File: config.mk
export PLATFORM = sky130hd
export DESIGN_NAME = reg_dst_pipe_flat
export DESIGN_NICKNAME = d
export VERILOG_FILES = /design/src/rtl/reg_dst_pkg.sv /design/src/rtl/reg_dst_pipe_if.sv /design/src/rtl/reg_dst_sel.sv /design/src/rtl/reg_dst_pipe.sv /design/src/flat_wrapper.sv
export SDC_FILE = /design/constraint.sdc
export NUM_CORES = 1
export LEC_CHECK = 0
export ABC_AREA = 1
export BUFFER_PORTS_ARGS = -buffer_cell sky130_fd_sc_hd__buf_2
export CAP_MARGIN = 20
export CORE_AREA = 5 5 63 65
export CTS_CLUSTER_DIAMETER = 80
export DETAILED_ROUTE_END_ITERATION = 16
export DIE_AREA = 0 0 68 70
export PLACE_DENSITY = 0.78
export SYNTH_ARGS = -nofsm -noshare
export SYNTH_HDL_FRONTEND = slang
export SYNTH_HIERARCHICAL = 1
export SYNTH_SLANG_ARGS = --single-unit
File: constraint.sdc
create_clock -name clk -period 1.6 [get_ports clk]
set_clock_uncertainty 0.1 [all_clocks]
set_input_delay 0.24 -clock clk [delete_from_list [all_inputs] [get_ports clk]]
set_output_delay 0.24 -clock clk [all_outputs]
set_load 0.02 [all_outputs]
File: src/rtl/reg_dst_pkg.sv
// Shared encodings and the per-stage record for the destination-register tracker.
package reg_dst_pkg;

    localparam logic [1:0] DST_RT   = 2'b00;
    localparam logic [1:0] DST_RD   = 2'b01;
    localparam logic [1:0] DST_LINK = 2'b10;
    localparam logic [1:0] DST_NONE = 2'b11;

    localparam logic [2:0] FWD_NONE = 3'd7;

    // MIPS-32 register index width; the stage record is sized from it.
    localparam int REG_ADDR_W = 5;

    typedef struct packed {
        logic [REG_ADDR_W-1:0] dst;
        logic                  we;
    } stage_t;

endpackage

File: src/rtl/reg_dst_pipe_if.sv
// Decode-side controls and tracker outputs for reg_dst_pipe; master drives decode, slave is the tracker.
interface reg_dst_pipe_if
    import reg_dst_pkg::*;
#(
    parameter int ADDR_W = REG_ADDR_W,
    parameter int DEPTH  = 3
);
    logic                    in_valid;
    logic [ADDR_W-1:0]       rt_i;
    logic [ADDR_W-1:0]       rd_i;
    logic [1:0]              dst_sel_i;
    logic                    reg_write_i;
    logic                    stall_i;
    logic                    flush_i;
    logic [ADDR_W-1:0]       src_rs_i;
    logic [ADDR_W-1:0]       src_rt_i;
    logic [DEPTH*ADDR_W-1:0] stg_dst_o;
    logic [DEPTH-1:0]        stg_we_o;
    logic [DEPTH-1:0]        hit_rs_o;
    logic [DEPTH-1:0]        hit_rt_o;
    logic [2:0]              fwd_rs_o;
    logic [2:0]              fwd_rt_o;
    logic [ADDR_W-1:0]       wb_dst_o;
    logic                    wb_we_o;

    modport master (
        output in_valid, rt_i, rd_i, dst_sel_i, reg_write_i, stall_i, flush_i,
               src_rs_i, src_rt_i,
        input  stg_dst_o, stg_we_o, hit_rs_o, hit_rt_o, fwd_rs_o, fwd_rt_o,
               wb_dst_o, wb_we_o
    );

    modport slave (
        input  in_valid, rt_i, rd_i, dst_sel_i, reg_write_i, stall_i, flush_i,
               src_rs_i, src_rt_i,
        output stg_dst_o, stg_we_o, hit_rs_o, hit_rt_o, fwd_rs_o, fwd_rt_o,
               wb_dst_o, wb_we_o
    );

endinterface

File: src/rtl/reg_dst_sel.sv
// Destination select (rt / rd / link / none) with write-enable qualification.
// Link selection is present only when REG_DST_LINK_EN is defined.
module reg_dst_sel
    import reg_dst_pkg::*;
#(
    parameter int ADDR_W   = REG_ADDR_W,
    parameter int LINK_REG = 31
) (
    input  logic              i_valid,
    input  logic [ADDR_W-1:0] i_rt,
    input  logic [ADDR_W-1:0] i_rd,
    input  logic [1:0]        i_sel,
    input  logic              i_reg_write,
    output logic [ADDR_W-1:0] o_dst,
    output logic              o_we
);
    logic [ADDR_W-1:0] w_link;
    logic              w_has_dst;

`ifdef REG_DST_LINK_EN
    assign w_link = ADDR_W'(LINK_REG);
`else
    logic [ADDR_W-1:0] w_link_unused;
    assign w_link_unused = ADDR_W'(LINK_REG);
    assign w_link        = '0;
`endif

    always_comb begin
        o_dst     = '0;
        w_has_dst = 1'b0;
        // An invalid slot enters as a bubble, so its destination is zeroed too.
        if (i_valid) begin
            case (i_sel)
                DST_RT:   begin o_dst = i_rt;   w_has_dst = 1'b1; end
                DST_RD:   begin o_dst = i_rd;   w_has_dst = 1'b1; end
`ifdef REG_DST_LINK_EN
                DST_LINK: begin o_dst = w_link; w_has_dst = 1'b1; end
`endif
                default:  begin o_dst = '0;     w_has_dst = 1'b0; end
            endcase
        end
    end

    assign o_we = i_valid & i_reg_write & w_has_dst & (o_dst != '0);

endmodule

File: src/rtl/reg_dst_pipe.sv
// Destination tracker: selects the write destination, carries it through DEPTH stages with
// stall/flush, and reports per-stage source hits plus the youngest forwarding stage.
// Optional feature macro: REG_DST_LINK_EN (link register selection for dst_sel 2'b10).
module reg_dst_pipe
    import reg_dst_pkg::*;
#(
    parameter int ADDR_W   = REG_ADDR_W,
    parameter int DEPTH    = 3,
    parameter int LINK_REG = 31
) (
    input  logic            clk,
    input  logic            rst_n,
    reg_dst_pipe_if.slave   bus
);
    logic [ADDR_W-1:0] w_dst;
    logic              w_we;
    stage_t            w_new;
    stage_t            r_stg [DEPTH];
    logic [DEPTH-1:0]  w_hit_rs;
    logic [DEPTH-1:0]  w_hit_rt;
    logic [2:0]        w_fwd_rs;
    logic [2:0]        w_fwd_rt;

    reg_dst_sel #(
        .ADDR_W   (ADDR_W),
        .LINK_REG (LINK_REG)
    ) u_sel (
        .i_valid     (bus.in_valid),
        .i_rt        (bus.rt_i),
        .i_rd        (bus.rd_i),
        .i_sel       (bus.dst_sel_i),
        .i_reg_write (bus.reg_write_i),
        .o_dst       (w_dst),
        .o_we        (w_we)
    );

    assign w_new.dst = w_dst;
    assign w_new.we  = w_we;

    // Flush wins over stall on stage 0.
    always_ff @(posedge clk or negedge rst_n) begin
        if (!rst_n) begin
            r_stg[0] <= '0;
        end else if (bus.flush_i) begin
            r_stg[0] <= '0;
        end else if (!bus.stall_i) begin
            r_stg[0] <= w_new;
        end
    end

    generate
        for (genvar gi = 1; gi < DEPTH; gi++) begin : g_shift
            always_ff @(posedge clk or negedge rst_n) begin
                if (!rst_n) begin
                    r_stg[gi] <= '0;
                end else if (!bus.stall_i) begin
                    r_stg[gi] <= r_stg[gi-1];
                end
            end
        end

        for (genvar gi = 0; gi < DEPTH; gi++) begin : g_cmp
            assign bus.stg_dst_o[gi*ADDR_W +: ADDR_W] = r_stg[gi].dst;
            assign bus.stg_we_o[gi] = r_stg[gi].we;
            assign w_hit_rs[gi] = r_stg[gi].we & (r_stg[gi].dst == bus.src_rs_i)
                                & (bus.src_rs_i != '0);
            assign w_hit_rt[gi] = r_stg[gi].we & (r_stg[gi].dst == bus.src_rt_i)
                                & (bus.src_rt_i != '0);
        end
    endgenerate

    // Scan oldest to youngest so the lowest hitting stage is the final assignment.
    always_comb begin
        w_fwd_rs = FWD_NONE;
        w_fwd_rt = FWD_NONE;
        for (int k = DEPTH - 1; k >= 0; k--) begin
            if (w_hit_rs[k]) w_fwd_rs = 3'(k);
            if (w_hit_rt[k]) w_fwd_rt = 3'(k);
        end
    end

    assign bus.hit_rs_o = w_hit_rs;
    assign bus.hit_rt_o = w_hit_rt;
    assign bus.fwd_rs_o = w_fwd_rs;
    assign bus.fwd_rt_o = w_fwd_rt;
    assign bus.wb_dst_o = r_stg[DEPTH-1].dst;
    assign bus.wb_we_o  = r_stg[DEPTH-1].we;

endmodule

File: src/flat_wrapper.sv
// flat-port wrapper written by rule: the top's interface ports become plain ports
module reg_dst_pipe_flat import reg_dst_pkg::*;
#(
    parameter int ADDR_W   = REG_ADDR_W,
    parameter int DEPTH    = 3,
    parameter int LINK_REG = 31
)
  (clk, rst_n, bus_in_valid, bus_rt_i, bus_rd_i, bus_dst_sel_i, bus_reg_write_i, bus_stall_i, bus_flush_i, bus_src_rs_i, bus_src_rt_i, bus_stg_dst_o, bus_stg_we_o, bus_hit_rs_o, bus_hit_rt_o, bus_fwd_rs_o, bus_fwd_rt_o, bus_wb_dst_o, bus_wb_we_o);
  reg_dst_pipe_if #(.ADDR_W(ADDR_W), .DEPTH(DEPTH)) bus_i ();
  input  logic clk;
  input  logic rst_n;
  input wire logic [$bits(bus_i.in_valid)-1:0] bus_in_valid;
  input wire logic [$bits(bus_i.rt_i)-1:0] bus_rt_i;
  input wire logic [$bits(bus_i.rd_i)-1:0] bus_rd_i;
  input wire logic [$bits(bus_i.dst_sel_i)-1:0] bus_dst_sel_i;
  input wire logic [$bits(bus_i.reg_write_i)-1:0] bus_reg_write_i;
  input wire logic [$bits(bus_i.stall_i)-1:0] bus_stall_i;
  input wire logic [$bits(bus_i.flush_i)-1:0] bus_flush_i;
  input wire logic [$bits(bus_i.src_rs_i)-1:0] bus_src_rs_i;
  input wire logic [$bits(bus_i.src_rt_i)-1:0] bus_src_rt_i;
  output wire logic [$bits(bus_i.stg_dst_o)-1:0] bus_stg_dst_o;
  output wire logic [$bits(bus_i.stg_we_o)-1:0] bus_stg_we_o;
  output wire logic [$bits(bus_i.hit_rs_o)-1:0] bus_hit_rs_o;
  output wire logic [$bits(bus_i.hit_rt_o)-1:0] bus_hit_rt_o;
  output wire logic [$bits(bus_i.fwd_rs_o)-1:0] bus_fwd_rs_o;
  output wire logic [$bits(bus_i.fwd_rt_o)-1:0] bus_fwd_rt_o;
  output wire logic [$bits(bus_i.wb_dst_o)-1:0] bus_wb_dst_o;
  output wire logic [$bits(bus_i.wb_we_o)-1:0] bus_wb_we_o;
  assign bus_i.in_valid = bus_in_valid;
  assign bus_i.rt_i = bus_rt_i;
  assign bus_i.rd_i = bus_rd_i;
  assign bus_i.dst_sel_i = bus_dst_sel_i;
  assign bus_i.reg_write_i = bus_reg_write_i;
  assign bus_i.stall_i = bus_stall_i;
  assign bus_i.flush_i = bus_flush_i;
  assign bus_i.src_rs_i = bus_src_rs_i;
  assign bus_i.src_rt_i = bus_src_rt_i;
  assign bus_stg_dst_o = bus_i.stg_dst_o;
  assign bus_stg_we_o = bus_i.stg_we_o;
  assign bus_hit_rs_o = bus_i.hit_rs_o;
  assign bus_hit_rt_o = bus_i.hit_rt_o;
  assign bus_fwd_rs_o = bus_i.fwd_rs_o;
  assign bus_fwd_rt_o = bus_i.fwd_rt_o;
  assign bus_wb_dst_o = bus_i.wb_dst_o;
  assign bus_wb_we_o = bus_i.wb_we_o;
  reg_dst_pipe #(.ADDR_W(ADDR_W), .DEPTH(DEPTH), .LINK_REG(LINK_REG)) u_core (.clk(clk), .rst_n(rst_n), .bus(bus_i));
endmodule
==> impl_metrics.env, run 1 <==
export IMPL_outcome="finished with violations"
export IMPL_violations="setup timing"
export IMPL_first_pass_iters=4
export IMPL_worst_ir_drop_vdd_v=0.0003395
export IMPL_min_from="bus_flush_i"
export IMPL_drive_above_1_share_pct=42.23
export IMPL_max_cap_viol_count=0
export IMPL_slew_headroom_pct=74.05
export IMPL_wl_met2_um=2303
export IMPL_yosysSeqAreaShare_pct=29.13
export IMPL_clkTransAtPathRegs_ps=90
export IMPL_synthTopCellsByArea="dfrtp_1 (29%), nand2_1 (27%), inv_1 (8.5%)"
export IMPL_whs_path_depth=4
export IMPL_drt_iter0_drc=182
export IMPL_clk_path_buf_depth=2
export IMPL_power_total_uw=1004
export IMPL_synth_fp_nets=294
export IMPL_synth_seq_cells=18
export IMPL_syn_area_mm2=0.001546
export IMPL_io_buffers=63
export IMPL_tightest_slew_ps=389.3
export IMPL_grtUsageTotal_pct=18.66
export IMPL_r2r_cells=4
export IMPL_worst_setup_path_type="flip-flop to primary output"
export IMPL_post_route_period_util_pct=113.9
export IMPL_wl_per_cell_um=11.84
export IMPL_grt_start_max_net_pins=27
export IMPL_dieArea_mm2=0.004760
export IMPL_timing_rr_end="u_core/bus.stg_dst_o[8]"
export IMPL_rsz0062_at_grt="true"
export IMPL_grt_pass1_wl_um=7038
export IMPL_io_pins=64
export IMPL_timing_rr_start="u_core/bus.stg_dst_o[8]"
export IMPL_die_h_um=70
export IMPL_num_vias=1837
export IMPL_stdcell_area_mm2=0.002141
export IMPL_core_area_mm2=0.003284
export IMPL_slew_viol_final=0
export IMPL_leakage_uw=0.001211
export IMPL_antenna_found_initial=0
export IMPL_ant_nets=0
export IMPL_fp_dieW_um=68
export IMPL_drcViolationCount=0
export IMPL_rrSetupSlack_ps=540
export IMPL_cts_tree="yes"
export IMPL_synth_top_area_cell="dfrtp_1"
export IMPL_synth_cells=266
export IMPL_power_density_mw_per_mm2=469.0
export IMPL_worstPathMaxFanout=5
export IMPL_cts_root_buffer="clkbuf_4"
export IMPL_n_antenna_cell=0
export IMPL_min_period_ps=1823
export IMPL_hpwl_um=3451
export IMPL_max_freq_mhz=548.6
export IMPL_end_kind="primary output"
export IMPL_crit_required_ps=1260
export IMPL_ys_warn_count=6
export IMPL_multi_input_area_um2=925.9
export IMPL_nNetsFinal=371
export IMPL_hold_path_class="input port to flip-flop"
export IMPL_place_congestion=0.9197
export IMPL_worstPathArrival_ps=1480
export IMPL_insertion_delay_ps=280
export IMPL_cp_start_kind="flip-flop"
export IMPL_timing_final_ws_setup_ps=-222.8
export IMPL_avgSynthCellArea_um2=5.814
export IMPL_top_layer="met4"
export IMPL_setup_viol=12
export IMPL_placed_area_mm2=0.001868
export IMPL_dr_wl_met3_um=320
export IMPL_grt_pass1_vias=1589
export IMPL_met1Wirelength_um=1876
export IMPL_dp_slack_ps=88.04
export IMPL_synth_distinct_cells=16
export IMPL_initial_utilization_pct=47.09
export IMPL_cts_sinks=18
export IMPL_cts_buffers_inserted=3
export IMPL_hold_path_end="u_core/bus.stg_dst_o[0]"
export IMPL_rows=21
export IMPL_report_final_hold_viol_count=0
export IMPL_htreeDepth=1
export IMPL_wirelength_um=4583
export IMPL_regArea_um2=456.7
export IMPL_routed_via_density=4.747
export IMPL_gr_total_overflow=0
export IMPL_fillers=319
export IMPL_area_growth_pct=38.43
export IMPL_synth_top_cell_area_share_pct=29.13
export IMPL_crit_path_start="u_core/bus.stg_dst_o[9]"
-- state kept, by name, summed over array words and instances, names as in the netlist --
signal                flops
u_core/bus.stg_dst_o     10
u_core/bus.wb_we_o        1
u_core/bus.wb_dst_o       5
u_core/bus.stg_we_o       2
-- worst max-delay path, cell delays in order (launching register included) --
cell and delay, ps:
dfrtp_1 440, buf_6 120, nand2_2 50, nand2_1 60, nand2_1 60, nor2_2 120
nand2_2 80, nand2_2 90, nor2_1 40, buf_4 150
-- cells by family after synthesis --
| kind of cell | Yosys count | synth area share (%) |
|---|---|---|
| AND/OR/NAND/NOR | 169 | 46.60 |
| flip-flops | 18 | 29.13 |
| AO/OA/AOI/OAI | 28 | 10.27 |
| buffers and inverters | 51 | 14.00 |
-- layout by cell type, fill, tap and decap left out, types with 12 or more instances in the layout --
| cell | count |
|---|---|
| inv_1 | 24 |
| nand3_1 | 21 |
| buf_4 | 19 |
| inv_2 | 18 |
| nor2_1 | 13 |
| dfrtp_1 | 13 |
| nand2_2 | 12 |
| nand2_1 | 103 |
| nor2_2 | 15 |
| o21ai_0 | 19 |
| buf_2 | 51 |
-- worst max-delay path by stage --
stage	endpoint	slack (ps)	cells past startpoint
finish	bus_fwd_rs_o[2]	-220	9
CTS	bus_fwd_rt_o[0]	-200	8
global route	bus_fwd_rt_o[0]	-320	8
global placement	bus_fwd_rt_o[2]	110	10
detailed placement	bus_fwd_rt_o[2]	90	10
floorplan	bus_fwd_rs_o[0]	40	6
-- synthesized netlist by cell type --
cell type,instances
nand2_2,3
inv_1,35
a21oi_1,1
buf_4,6
nand3_1,21
nor2_2,10
nand2b_1,2
buf_2,2
a21oi_2,5
o21ai_0,22
inv_2,7
dfrtp_1,18
clkbuf_1,1
nor2_1,18
nand2_1,112
nor2_4,3
-- routing by layer --
| layer | global-route usage, % | up-vias |
|---|---|---|
| met3 | 1.282 | 6 |
| met2 | 32.44 | 73 |
| met4 | 6.402 | 0 |
| met5 | 0 | - |
| met1 | 23.66 | 801 |
| li1 | - | 957 |
-- power breakdown --
part | leakage, uW | internal (uW) | switching, uW
Combinational | 0.000957 | 115 | 195
Sequential | 0.000241 | 469 | 19.0
Clock | 0.0000138 | 87.2 | 119
Total | 0.00121 | 672 | 332
-- repair_timing --
item | 4_1_cts | 5_1_grt
endpoints found under the setup margin | 12 | 12
hold buffers | 1 | 0
gates resized for setup | 22 | 36
endpoints found under the hold margin | 18 | 0
pin swaps | 9 | 14
buffers inserted | 6 | 10
cloned | 0 | 0
-- layout make-up --
type	count	share of cell area, %
inverters	42	7.364
well taps	46	2.688
repair buffers	81	24.31
flip-flops and latches	18	21.33
multi-input cells	197	43.25
clock buffers	3	1.052
-- through the flow --
| step | hold slack, ps | TNS, ps | cells | utilization [%] |
|---|---|---|---|---|
| 6_report | 218.9 | -2033 | 387 | 65.18 |
| 5_1_grt | 260.0 | -3116 | 387 | 65.18 |
| 4_1_cts | 207.1 | -1955 | 377 | 60.53 |
| 3_5_place_dp | 79.29 | 0 | 367 | 56.88 |
| 3_3_place_gp | 79.33 | 0 | 367 | 56.88 |
| 2_1_floorplan | -155.6 | 0 | 266 | - |
No activity file was read; power rests on OpenSTA's default activity.
==> run 2, diff against run 1 <==
--- a/config.mk
+++ b/config.mk
@@ -9,9 +9,10 @@
 export BUFFER_PORTS_ARGS = -buffer_cell sky130_fd_sc_hd__buf_2
 export CAP_MARGIN = 20
 export CORE_AREA = 5 5 63 65
-export CTS_CLUSTER_DIAMETER = 80
+export CTS_CLUSTER_DIAMETER = 40
 export DETAILED_ROUTE_END_ITERATION = 16
 export DIE_AREA = 0 0 68 70
+export MAX_ROUTING_LAYER = met4
 export PLACE_DENSITY = 0.78
 export SYNTH_ARGS = -nofsm -noshare
 export SYNTH_HDL_FRONTEND = slang
==> run 2 against run 1 <==
  * The run still ends with setup timing left
  * Die area is the same
  * Global-route usage grew 0.49 points
  * Largest cell class unchanged
  * Non-clock buffer count is the same
  * Fmax is essentially flat
  * Design area is the same
==> impl_metrics.env, run 2 (synthesis gave the netlist of run 1 again) <==
export IMPL_outcome="finished with violations"
export IMPL_violations="setup timing"
export IMPL_combinationalPowerShare_pct=30.9
export IMPL_cp_start_kind="flip-flop"
export IMPL_slew_viol_final=0
export IMPL_cts_buffers_inserted=3
export IMPL_largest_reg_flops=10
export IMPL_fillers=319
export IMPL_grt_pass1_vias=1590
export IMPL_routed_via_density=4.749
export IMPL_drive_above_1_share_pct=42.23
export IMPL_worstPathMaxFanout=5
export IMPL_worst_ir_drop_vdd_v=0.0003395
export IMPL_clkTransAtPathRegs_ps=90
export IMPL_utilization_pct=65.18
export IMPL_hold_ws_ps=219.3
export IMPL_tightest_slew_ps=389.9
export IMPL_die_h_um=70
export IMPL_cts_root_buffer="clkbuf_4"
export IMPL_ant_nets=0
export IMPL_leakage_uw=0.001211
export IMPL_min_period_ps=1822
export IMPL_end_kind="primary output"
export IMPL_hpwl_um=3451
export IMPL_rows=21
export IMPL_power_density_mw_per_mm2=468.9
export IMPL_cts_sinks=18
export IMPL_wirelength_um=4571
export IMPL_slew_headroom_pct=74.01
export IMPL_worst_setup_path_type="flip-flop to primary output"
export IMPL_initial_utilization_pct=47.09
export IMPL_grt_pass1_wl_um=7038
export IMPL_gr_total_overflow=0
export IMPL_grtUsageTotal_pct=19.16
export IMPL_max_freq_mhz=548.7
export IMPL_place_congestion=0.9357
export IMPL_dr_wl_met3_um=292
export IMPL_drt_iter0_drc=182
export IMPL_clkPwrFrac_pct=20.5
export IMPL_core_area_mm2=0.003284
export IMPL_io_buffers=63
export IMPL_layout_common_cells="nand2_1 (103), buf_2 (51), inv_1 (24)"
export IMPL_nNetsFinal=371
export IMPL_io_pins=64
export IMPL_stdcell_area_mm2=0.002141
export IMPL_num_vias=1838
export IMPL_area_growth_pct=38.43
export IMPL_wl_per_cell_um=11.81
export IMPL_setup_viol=12
export IMPL_cts_tree="yes"
export IMPL_p_switching_uw=332.0
export IMPL_clk_path_buf_depth=2
export IMPL_insertion_delay_ps=280
export IMPL_worstPathArrival_ps=1480
export IMPL_n_antenna_cell=0
export IMPL_placed_area_mm2=0.001868
export IMPL_fp_dieW_um=68
export IMPL_first_pass_iters=4
export IMPL_top_layer="met4"
export IMPL_rsz0062_at_grt="true"
export IMPL_antenna_found_initial=0
export IMPL_timing_final_ws_setup_ps=-222.5
export IMPL_final_common_cell="nand2_1"
export IMPL_hold_path_class="input port to flip-flop"
export IMPL_max_cap_viol_count=0
export IMPL_report_final_hold_viol_count=0
export IMPL_crit_required_ps=1260
export IMPL_post_route_period_util_pct=113.9
export IMPL_grt_start_max_net_pins=27
export IMPL_dieArea_mm2=0.004760
export IMPL_wl_met2_um=2303
export IMPL_htreeDepth=1
export IMPL_met1Wirelength_um=1897
export IMPL_p_seq_share_pct=48.6
export IMPL_internal_power_uw=671.7
export IMPL_drcViolationCount=0
export IMPL_swShare_pct=33.08
[run 2: critical path: stages (launching register included)]
cell	delay (ps)
dfrtp_1	440
buf_6	120
nand2_2	50
nand2_1	60
nand2_1	60
nor2_2	120
nand2_2	80
nand2_2	90
nor2_1	40
buf_4	150
[run 2: per-stage QoR]
step,setup TNS (ps),instances,worst slack [ps],power (uW)
4_1_cts,-1955,377,-200.8,987.9
5_1_grt,-3116,387,-321.1,1075
6_report,-2031,387,-222.5,1004
3_5_place_dp,0,367,88.04,768.3
3_3_place_gp,0,367,105.3,764.0
2_1_floorplan,0,266,37.60,662.5
[run 2: timing repair]
item | CTS | global route
setup endpoints to repair | 12 | 12
hold endpoints to repair | 18 | 0
hold buffers | 1 | 0
resized for setup | 22 | 36
cloned | 0 | 0
pin swaps | 9 | 14
buffers inserted | 6 | 10
[run 2: final timing paths]
check	cells past startpoint	slack (ps)	start	end
setup reg to reg	4	540	u_core/bus.stg_dst_o[8]	u_core/bus.stg_dst_o[8]
max in group asynchronous	2	780	rst_n	u_core/bus.wb_dst_o[4]
setup / recovery	9	-220	u_core/bus.stg_dst_o[9]	bus_fwd_rs_o[2]
hold reg to reg	2	450	u_core/bus.stg_we_o[1]	u_core/bus.stg_we_o[1]
hold / removal	4	220	bus_flush_i	u_core/bus.stg_we_o[0]
min in group asynchronous	2	320	rst_n	u_core/bus.stg_dst_o[5]
[run 2: power by group through the flow]
| stage | Combinational [uW] | Clock [uW] | Sequential, uW |
|---|---|---|---|
| 2_1_floorplan | 153 | 0 | 510 |
| 3_3_place_gp | 269 | 0 | 495 |
| 3_5_place_dp | 273 | 0 | 496 |
| 4_1_cts | 286 | 215 | 486 |
| 5_1_grt | 344 | 240 | 491 |
| 6_report | 310 | 206 | 488 |
[run 2: area by class of cell]
type                       count  area [um2]  area share, %
inverter                      42       157.7          7.364
timing repair buffer          81       520.5          24.31
multi-input combinational    197       925.9          43.25
sequential                    18       456.7          21.33
clock buffer                   3       22.52          1.052
tap                           46       57.56          2.688
[run 2: per-layer routing]
metal | vias to the layer above | global-route usage (%)
li1 | 957 | -
met1 | 802 | 24.06
met2 | 73 | 32.44
met3 | 6 | 0.6410
met4 | 0 | 6.402
met5 | - | -
==> run 3, diff against run 2 <==
--- a/config.mk
+++ b/config.mk
@@ -7,11 +7,10 @@
 export LEC_CHECK = 0
 export ABC_AREA = 1
 export BUFFER_PORTS_ARGS = -buffer_cell sky130_fd_sc_hd__buf_2
-export CAP_MARGIN = 20
-export CORE_AREA = 5 5 63 65
+export CORE_AREA = 10 10 68 70
 export CTS_CLUSTER_DIAMETER = 40
 export DETAILED_ROUTE_END_ITERATION = 16
-export DIE_AREA = 0 0 68 70
+export DIE_AREA = 0 0 78 80
 export MAX_ROUTING_LAYER = met4
 export PLACE_DENSITY = 0.78
 export SYNTH_ARGS = -nofsm -noshare
==> run 3 against run 2 <==
  * The run still ends with setup timing left
  * Wire length is 3.0% higher
  * Core utilization is 1.3 points lower
  * Worst hold slack worse by 6.6 ps
  * Flip-flop and latch count stayed put
  * Clock power is 30% higher
  * Critical path depth is 1 lower
  * Fmax is 0.52% lower
  * Sequential power hardly changed
  * Critical path type unchanged
  * Largest cell class unchanged
==> impl_metrics.env, run 3 (synthesis gave the netlist of run 1 again) <==
export IMPL_final_common_cell="nand2_1"
export IMPL_hpwl_um=3777
export IMPL_multi_input_area_um2=924.6
export IMPL_min_period_ps=1832
export IMPL_timing_final_ws_setup_ps=-232.0
export IMPL_cts_buffers_inserted=3
export IMPL_slew_headroom_pct=74.65
export IMPL_grt_pass1_wl_um=7596
export IMPL_worstPathArrival_ps=1490
export IMPL_htreeDepth=1
export IMPL_drive_above_1_share_pct=40.18
export IMPL_leakage_uw=0.001198
export IMPL_crit_path_start="u_core/bus.stg_dst_o[4]"
export IMPL_dp_slack_ps=80.76
export IMPL_fp_dieW_um=78
export IMPL_die_h_um=80
export IMPL_io_pins=64
export IMPL_cts_root_buffer="clkbuf_4"
export IMPL_timing_rr_end="u_core/bus.wb_dst_o[1]"
export IMPL_slew_viol_final=0
export IMPL_first_pass_iters=4
export IMPL_worst_ir_drop_vdd_v=0.0003661
export IMPL_clkTransAtPathRegs_ps=90
export IMPL_cts_sinks=18
export IMPL_drcViolationCount=0
export IMPL_gr_total_overflow=0
export IMPL_nNetsFinal=365
export IMPL_report_final_hold_viol_count=0
export IMPL_routed_via_density=4.652
export IMPL_setup_tns_ps=-1959
export IMPL_min_from="bus_flush_i"
export IMPL_max_freq_mhz=545.8
export IMPL_drt_iter0_drc=107
export IMPL_cp_start_kind="flip-flop"
export IMPL_ant_nets=0
export IMPL_wl_per_cell_um=12.32
export IMPL_n_antenna_cell=0
export IMPL_rows=21
export IMPL_grt_pass1_vias=1677
export IMPL_clk_path_buf_depth=2
export IMPL_outcome="finished with violations"
export IMPL_end_kind="primary output"
export IMPL_rsz0062_at_grt="true"
export IMPL_cts_tree="yes"
export IMPL_antenna_found_initial=0
export IMPL_area_growth_pct=35.60
export IMPL_hold_path_class="input port to flip-flop"
export IMPL_whs_path_depth=4
export IMPL_post_route_period_util_pct=114.5
export IMPL_insertion_delay_ps=280
export IMPL_worstPathMaxFanout=4
export IMPL_regArea_um2=455.4
export IMPL_hold_path_end="u_core/bus.stg_dst_o[2]"
export IMPL_max_cap_viol_count=0
export IMPL_initial_utilization_pct=47.09
export IMPL_grt_start_max_net_pins=27
export IMPL_place_congestion=0.8857
export IMPL_r2r_cells=3
export IMPL_rrSetupSlack_ps=610
export IMPL_num_vias=1777
export IMPL_worst_setup_path_type="flip-flop to primary output"
export IMPL_timing_rr_start="u_core/bus.wb_dst_o[1]"
export IMPL_power_density_mw_per_mm2=502.6
export IMPL_core_area_mm2=0.003284
export IMPL_setup_viol=12
export IMPL_utilization_pct=63.85
export IMPL_fillers=330
export IMPL_io_buffers=63
export IMPL_grtUsageTotal_pct=14.95
export IMPL_violations="setup timing"
export IMPL_dieArea_mm2=0.006240
export IMPL_layout_common_cells="nand2_1 (105), buf_2 (52), inv_1 (22)"
export IMPL_crit_required_ps=1260
export IMPL_largest_reg_flops=10
export IMPL_wirelength_um=4707
export IMPL_tightest_slew_ps=380.2
[run 3: how the worst max path moves through the flow]
stage / cells past startpoint / slack, ps / end
global placement: 8 / 90 / bus_fwd_rt_o[2]
detailed placement: 8 / 80 / bus_fwd_rs_o[0]
global route: 10 / -330 / bus_fwd_rt_o[2]
finish: 8 / -230 / bus_fwd_rs_o[2]
floorplan: 6 / 40 / bus_fwd_rs_o[0]
CTS: 8 / -200 / bus_fwd_rs_o[0]
[run 3: where the power goes]
| group | switching (uW) | internal (uW) | leakage [uW] |
|---|---|---|---|
| combinational | 190 | 108 | 0.000934 |
| sequential | 18.4 | 469 | 0.000242 |
| clock | 129 | 139 | 0.0000210 |
[run 3: area by class of cell]
cell class / instances / share of cell area [%]
tap: 46 / 2.745
sequential: 18 / 21.72
timing repair buffer: 75 / 22.20
clock buffer: 4 / 1.730
multi-input combinational: 197 / 44.09
inverter: 42 / 7.518
[run 3: critical path: stages, from the launching register on]
cell and delay (ps):
dfrtp_1 430, inv_2 70, nand2_1 60, nand2_1 60, a21oi_2 170, nand3_1 130
nand2_2 90, nor2_2 40, buf_4 150
[run 3: through the flow]
stage	area, um2	hold slack, ps	total power, uW	cells
2_1_floorplan	1546	-155.6	662.5	266
3_3_place_gp	1868	78.56	766.8	367
3_5_place_dp	1868	80.57	769.5	367
4_1_cts	2021	201.4	1057	380
5_1_grt	2097	241.9	1120	382
6_report	2097	212.7	1054	382
[run 3: what timing repair did]
action	CTS	global route
endpoints found under the setup margin	12	12
resized for setup	23	29
hold endpoints to repair	18	0
setup buffers	8	2
pin swaps	8	8
hold buffers	1	0
[run 3: per-layer routing]
layer  track usage, %  routed length [um]  vias to the layer above
met5                -                   0                        -
met2            25.29                2254                       59
met4            5.376                  41                        0
li1                 -                   -                      947
met3            2.815                 292                        2
met1            17.30                2118                      769
